**src/rtl/latch_level_reader.sv**
```systemverilog
// Two-flop synchronizer followed by a four-state debounce FSM for an asynchronous latch
// level, producing a clean registered copy, edge pulses and a transition counter.
module latch_level_reader #(
    parameter int unsigned STABLE_CYCLES = 4,
    parameter int unsigned CNT_W         = 8
) (
    input  logic       clk,
    input  logic       rst_n,
    input  logic       D,
    output logic       Q,
    output logic       rise,
    output logic       fall,
    output logic       busy,
    output logic [7:0] edge_cnt
);

    typedef enum logic [1:0] {
        StLow      = 2'd0,
        StWaitHigh = 2'd1,
        StHigh     = 2'd2,
        StWaitLow  = 2'd3
    } state_e;

    localparam logic [CNT_W-1:0] CntLast = CNT_W'(STABLE_CYCLES - 1);

    logic             s1_q, s2_q;
    state_e           state_q, state_d;
    logic [CNT_W-1:0] cnt_q, cnt_d;
    logic             q_q, q_d;
    logic             rise_q, rise_d;
    logic             fall_q, fall_d;
    logic [7:0]       edge_cnt_q, edge_cnt_d;

    always_ff @(posedge clk or negedge rst_n) begin
        if (!rst_n) begin
            s1_q <= 1'b0;
            s2_q <= 1'b0;
        end else begin
            s1_q <= D;
            s2_q <= s1_q;
        end
    end

    always_ff @(posedge clk or negedge rst_n) begin
        if (!rst_n) begin
            state_q    <= StLow;
            cnt_q      <= '0;
            q_q        <= 1'b0;
            rise_q     <= 1'b0;
            fall_q     <= 1'b0;
            edge_cnt_q <= 8'd0;
        end else begin
            state_q    <= state_d;
            cnt_q      <= cnt_d;
            q_q        <= q_d;
            rise_q     <= rise_d;
            fall_q     <= fall_d;
            edge_cnt_q <= edge_cnt_d;
        end
    end

    always_comb begin
        state_d    = state_q;
        cnt_d      = cnt_q;
        q_d        = q_q;
        rise_d     = 1'b0;
        fall_d     = 1'b0;
        edge_cnt_d = edge_cnt_q;

        unique case (state_q)
            StLow: begin
                if (s2_q) begin
                    state_d = StWaitHigh;
                    cnt_d   = CNT_W'(1);
                end
            end
            StWaitHigh: begin
                if (!s2_q) begin
                    state_d = StLow;
                    cnt_d   = '0;
                end else if (cnt_q == CntLast) begin
                    state_d = StHigh;
                    cnt_d   = '0;
                    q_d     = 1'b1;
                    rise_d  = 1'b1;
                end else begin
                    cnt_d = cnt_q + CNT_W'(1);
                end
            end
            StHigh: begin
                if (!s2_q) begin
                    state_d = StWaitLow;
                    cnt_d   = CNT_W'(1);
                end
            end
            StWaitLow: begin
                if (s2_q) begin
                    state_d = StHigh;
                    cnt_d   = '0;
                end else if (cnt_q == CntLast) begin
                    state_d = StLow;
                    cnt_d   = '0;
                    q_d     = 1'b0;
                    fall_d  = 1'b1;
                end else begin
                    cnt_d = cnt_q + CNT_W'(1);
                end
            end
            default: begin
                state_d = StLow;
                cnt_d   = '0;
            end
        endcase

        // Counter wraps naturally at 8 bits.
        if (rise_d || fall_d) begin
            edge_cnt_d = edge_cnt_q + 8'd1;
        end
    end

    assign Q        = q_q;
    assign rise     = rise_q;
    assign fall     = fall_q;
    assign busy     = (state_q == StWaitHigh) || (state_q == StWaitLow);
    assign edge_cnt = edge_cnt_q;

endmodule

```
**config.mk**
```make
export PLATFORM = sky130hd
export DESIGN_NAME = latch_level_reader
export DESIGN_NICKNAME = d
export VERILOG_FILES = /design/src/rtl/latch_level_reader.sv
export SDC_FILE = /design/constraint.sdc
export NUM_CORES = 1
export LEC_CHECK = 0
export CORE_MARGIN = 8
export CORE_UTILIZATION = 36
export CTS_CLUSTER_DIAMETER = 50
export CTS_CLUSTER_SIZE = 14
export DETAILED_ROUTE_END_ITERATION = 7
export PLACE_DENSITY = 0.53
export SYNTH_ARGS = -nofsm -noshare
export SYNTH_HDL_FRONTEND = slang
export SYNTH_SLANG_ARGS = --single-unit
```
**constraint.sdc**
```tcl
create_clock -name clk -period 2.8 [get_ports clk]
set_clock_uncertainty 0.2 [all_clocks]
set_input_delay 0.7 -clock clk [delete_from_list [all_inputs] [get_ports clk]]
set_output_delay 0.7 -clock clk [all_outputs]
set_load 0.005 [all_outputs]
```
==> results by group <==
Worst hold path
  • Worst min path class: flip-flop to flip-flop
  • Worst Hold Depth: 0

Clock network
  • Clock transition at the registers of the reported paths: 0.14 ns
  • Post-cts repair resize count: 0
  • Maximum buffer depth of the clock tree: 2
  • Hold-fix buffers at CTS: 0
  • Root Driver: sky130_fd_sc_hd__clkbuf_4
  • Post-CTS Setup Inserts: 0
  • Total clock buffers created by CTS: 3
  • # clock sinks: 23
  • Clock tree from TritonCTS: done
  • Clock latency on the worst-skew pair: 0.31 ns
  • H-tree depth reported by CTS: 1

Finish
  • Share of cells above drive strength 1: 12.3%
  • Number of fill cells: 291
  • Number of cells in the finished layout apart from fillers: 147
  • Area of the multi-input gates: 505 µm²
  • Sequential cell area: between 500 and 600 µm²
  • Area delta synth->final: 18.1%
  • Diodes inserted: 0
  • Total Nets Final: 120

Synth
  • Proportion of synthesized chip area in sequential cells: around half
  • Combinational family with the most area after synthesis: simple AND/OR/NAND/NOR gates
  • Biggest area contributors in the synthesized netlist: sky130_fd_sc_hd__dfrtp_1 52%, sky130_fd_sc_hd__nand2_1 4.7%, sky130_fd_sc_hd__xnor2_1 4.7%
  • Compound-gate portion of the synthesized area: 9.12%
  • Mapped Cells: 97
  • Share of the synthesized area in the top cell type: 51.8%
  • Share of synthesized cell area in and, or, nand and nor gates: 23.1%
  • Post-synth cell types: 30
  • Area leader, netlist: sky130_fd_sc_hd__dfrtp_1
  • Avg Synthesized Cell Area: roughly 11 µm²
  • Register bit count reported by yosys: 23
  • Portion of netlist area occupied by mux cells: between 1 and 1.5%
  • Area share of fa/ha/maj cells after synthesis: 2.25%
  • Post-Synth XOR/XNOR Area: 10.0%
  • Summed instance area of the synthesized netlist: 1110 µm²
  • Syn Nets: 102
  • Synthesis warning total: 0

Placement
  • Routability cong.: 0.824
  • Worst slack at placement: 0.683 ns
  • Detail Placement HPWL: between 1000 and 1500 µm
  • Number of port buffers: 14
  • Number of placed instances, taps included: 143

Worst setup path
  • Crit Path Category: flip-flop to output port
  • Top Family by Delay on Critical Path: buffers and inverters
  • Maximum fanout encountered on the critical timing path: 8
  • Element type at the critical path end: output port
  • Cells on worst reg2reg path: 4
  • Critical path buffer and inverter count: 1
  • Slowest cell on crit path: sky130_fd_sc_hd__clkdlybuf4s50_1
  • Cell count along the critical path: 1
  • Required arrival time at the worst endpoint: 1.90 ns
  • Worst path cell trace: clkdlybuf4s50_1
  • Arrival @ worst endpoint: 1.37 ns
  • Startpoint kind of the worst setup timing path: flip-flop
  • CP max stage delay: 0.55 ns

Timing
  • Maximum achievable frequency: ~0.44 GHz
  • Setup repair after global routing missed its margin: no
  • Headroom to the max-slew limit: 72.0%
  • Final number of setup-violating endpoints: 0
  • Total count of hold-check failures in the final report: 0
  • Worst-case hold slack: 0.165 ns
  • Final critical-path setup slack: about 0.53 ns
  • Count of pins over their slew limit: 0
  • Post-layout min period: 2.27 ns
  • Accumulated negative setup slack: 0 ns
  • Final clock period utilization by the worst path: 81.2%
  • Tightest Pin Transition: approximately 0.42 ns

Flow run
  • Maxcap violations: 0

Floorplanning
  • Placeable core area: 3000 µm²
  • Io pins: 15
  • Die area: 5120 µm²
  • Effective utilization at floorplan: 37.0%
  • Die X: 71.6 µm
  • Height of the chip: about 70 µm
  • Number of rows created at floorplan: 20

Detailed routing
  • Via density per instance: 5.19
  • DRT antenna net count: 0
  • Overall routed net length: 1910 µm
  • # DRC: 0
  • Via count: 763
  • DRT Pass-1 Iters: 4
  • Routed length per placed instance: roughly 13 µm
  • DRT iter0 DRCs: 50

Power
  • Cell Int Power: 559 µW
  • Peak supply drop: between 0.2 and 0.3 mV
  • Power spent charging and discharging nets: between 300 and 400 µW
  • Fraction of power consumed by the clock network: between 10% and 20%
  • Sequential Power Share: 51.4%
  • Switching Fraction: 35.6%
  • Logic pwr share: 30.6%
  • Leakage power figure: 0.627 nW
  • Power Dens Cells: 662 nW/µm²
  • PnR Total Power: 869 µW

Global route
  • Global-route wire length before repair: ~3500 µm
  • Initial antenna violation count: 0
  • Number of global-route vias before repair: 777
  • GR Overflow Total: 0
  • Largest net degree at the start of global routing: 24
  • Total routing usage reported by global routing: 8.32%

Run status
  • Result of the run: complete, no violations
## cells in the final DEF (no fill, tap or decap), types with 2 or more instances in the layout
cell type and count:
sky130_fd_sc_hd__clkbuf_4 3, sky130_fd_sc_hd__and4_1 2, sky130_fd_sc_hd__and3_1 3, sky130_fd_sc_hd__inv_1 4, sky130_fd_sc_hd__nand3_1 3, sky130_fd_sc_hd__xnor2_2 2
sky130_fd_sc_hd__ha_1 2, sky130_fd_sc_hd__xnor2_1 6, sky130_fd_sc_hd__xor2_1 3, sky130_fd_sc_hd__a21o_1 3, sky130_fd_sc_hd__nand2_1 14, sky130_fd_sc_hd__clkdlybuf4s50_1 14
sky130_fd_sc_hd__nand4_4 2, sky130_fd_sc_hd__dfrtp_1 23, sky130_fd_sc_hd__nor2_1 3, sky130_fd_sc_hd__o21ai_0 9, sky130_fd_sc_hd__nor3_1 3
## routing by layer
metal	track usage, %	vias up	wire length, µm
li1	-	375	-
met4	4.31	0	16
met2	12.8	11	878
met3	2.79	2	95
met1	10.1	375	923
met5	0	-	0
## cell usage after synthesis (all sizes together)
cell,instances
a21o,3
mux2,1
xor2,3
ha,2
nand4,2
and4,2
nor4,3
buf,1
nor3,3
o2bb2ai,1
nand3,4
nand2b,1
inv,4
nor3b,2
o211a,1
nand3b,1
xnor2,8
a31oi,1
nor2,3
nand2,14
dfrtp,23
o21ai,9
a211o,1
clkbuf,1
and3,3
## worst paths after layout
check | startpoint | endpoint | slack (ns)
hold / removal | s1_q | s2_q | 0.16
min in group asynchronous | rst_n | rise | 0.52
hold reg to reg | s1_q | s2_q | 0.16
setup / recovery | state_q[0] | busy | 0.53
max in group asynchronous | rst_n | cnt_q[5] | 1.64
setup reg to reg | cnt_q[0] | edge_cnt[1] | 0.66
## cell families (layout without fill, tap and decap cells)
kind of cell / Yosys count / in the layout
compound gates: 16 / 16
xor+xnor: 11 / 11
fa+ha+maj: 2 / 2
buf+inv: 6 / 23
flops: 23 / 23
mux: 1 / 1
simple gates: 38 / 38
## area by class of cell
class	instances	area share, %
multi-input combinational	68	38.5
clock inverter	1	0.381
sequential	23	43.9
timing repair buffer	15	11.2
tap	33	3.15
clock buffer	3	1.72
inverter	4	1.14
## state kept, by name, indices dropped and copies added (netlist names), named ones only
signal and count:
s2_q 1, fall 1, rise 1, s1_q 1
edge_cnt 8, state_q 1, cnt_q 8, Q 1
## power by group through the flow
stage	combinational, mW	sequential, mW	clock, mW
after global placement	0.263	0.450	0
after detailed placement	0.266	0.453	0
after floorplan	0.168	0.442	0
final	0.266	0.447	0.157
after CTS	0.268	0.446	0.161
after global routing	0.299	0.455	0.176
## through the flow
stage,util (%),area (µm²)
after floorplan,-,1110
after global placement,42.8,1280
after detailed placement,42.8,1280
after CTS,43.7,1310
after global routing,43.7,1310
final,43.7,1310
Power figures use the tool's default switching activity.
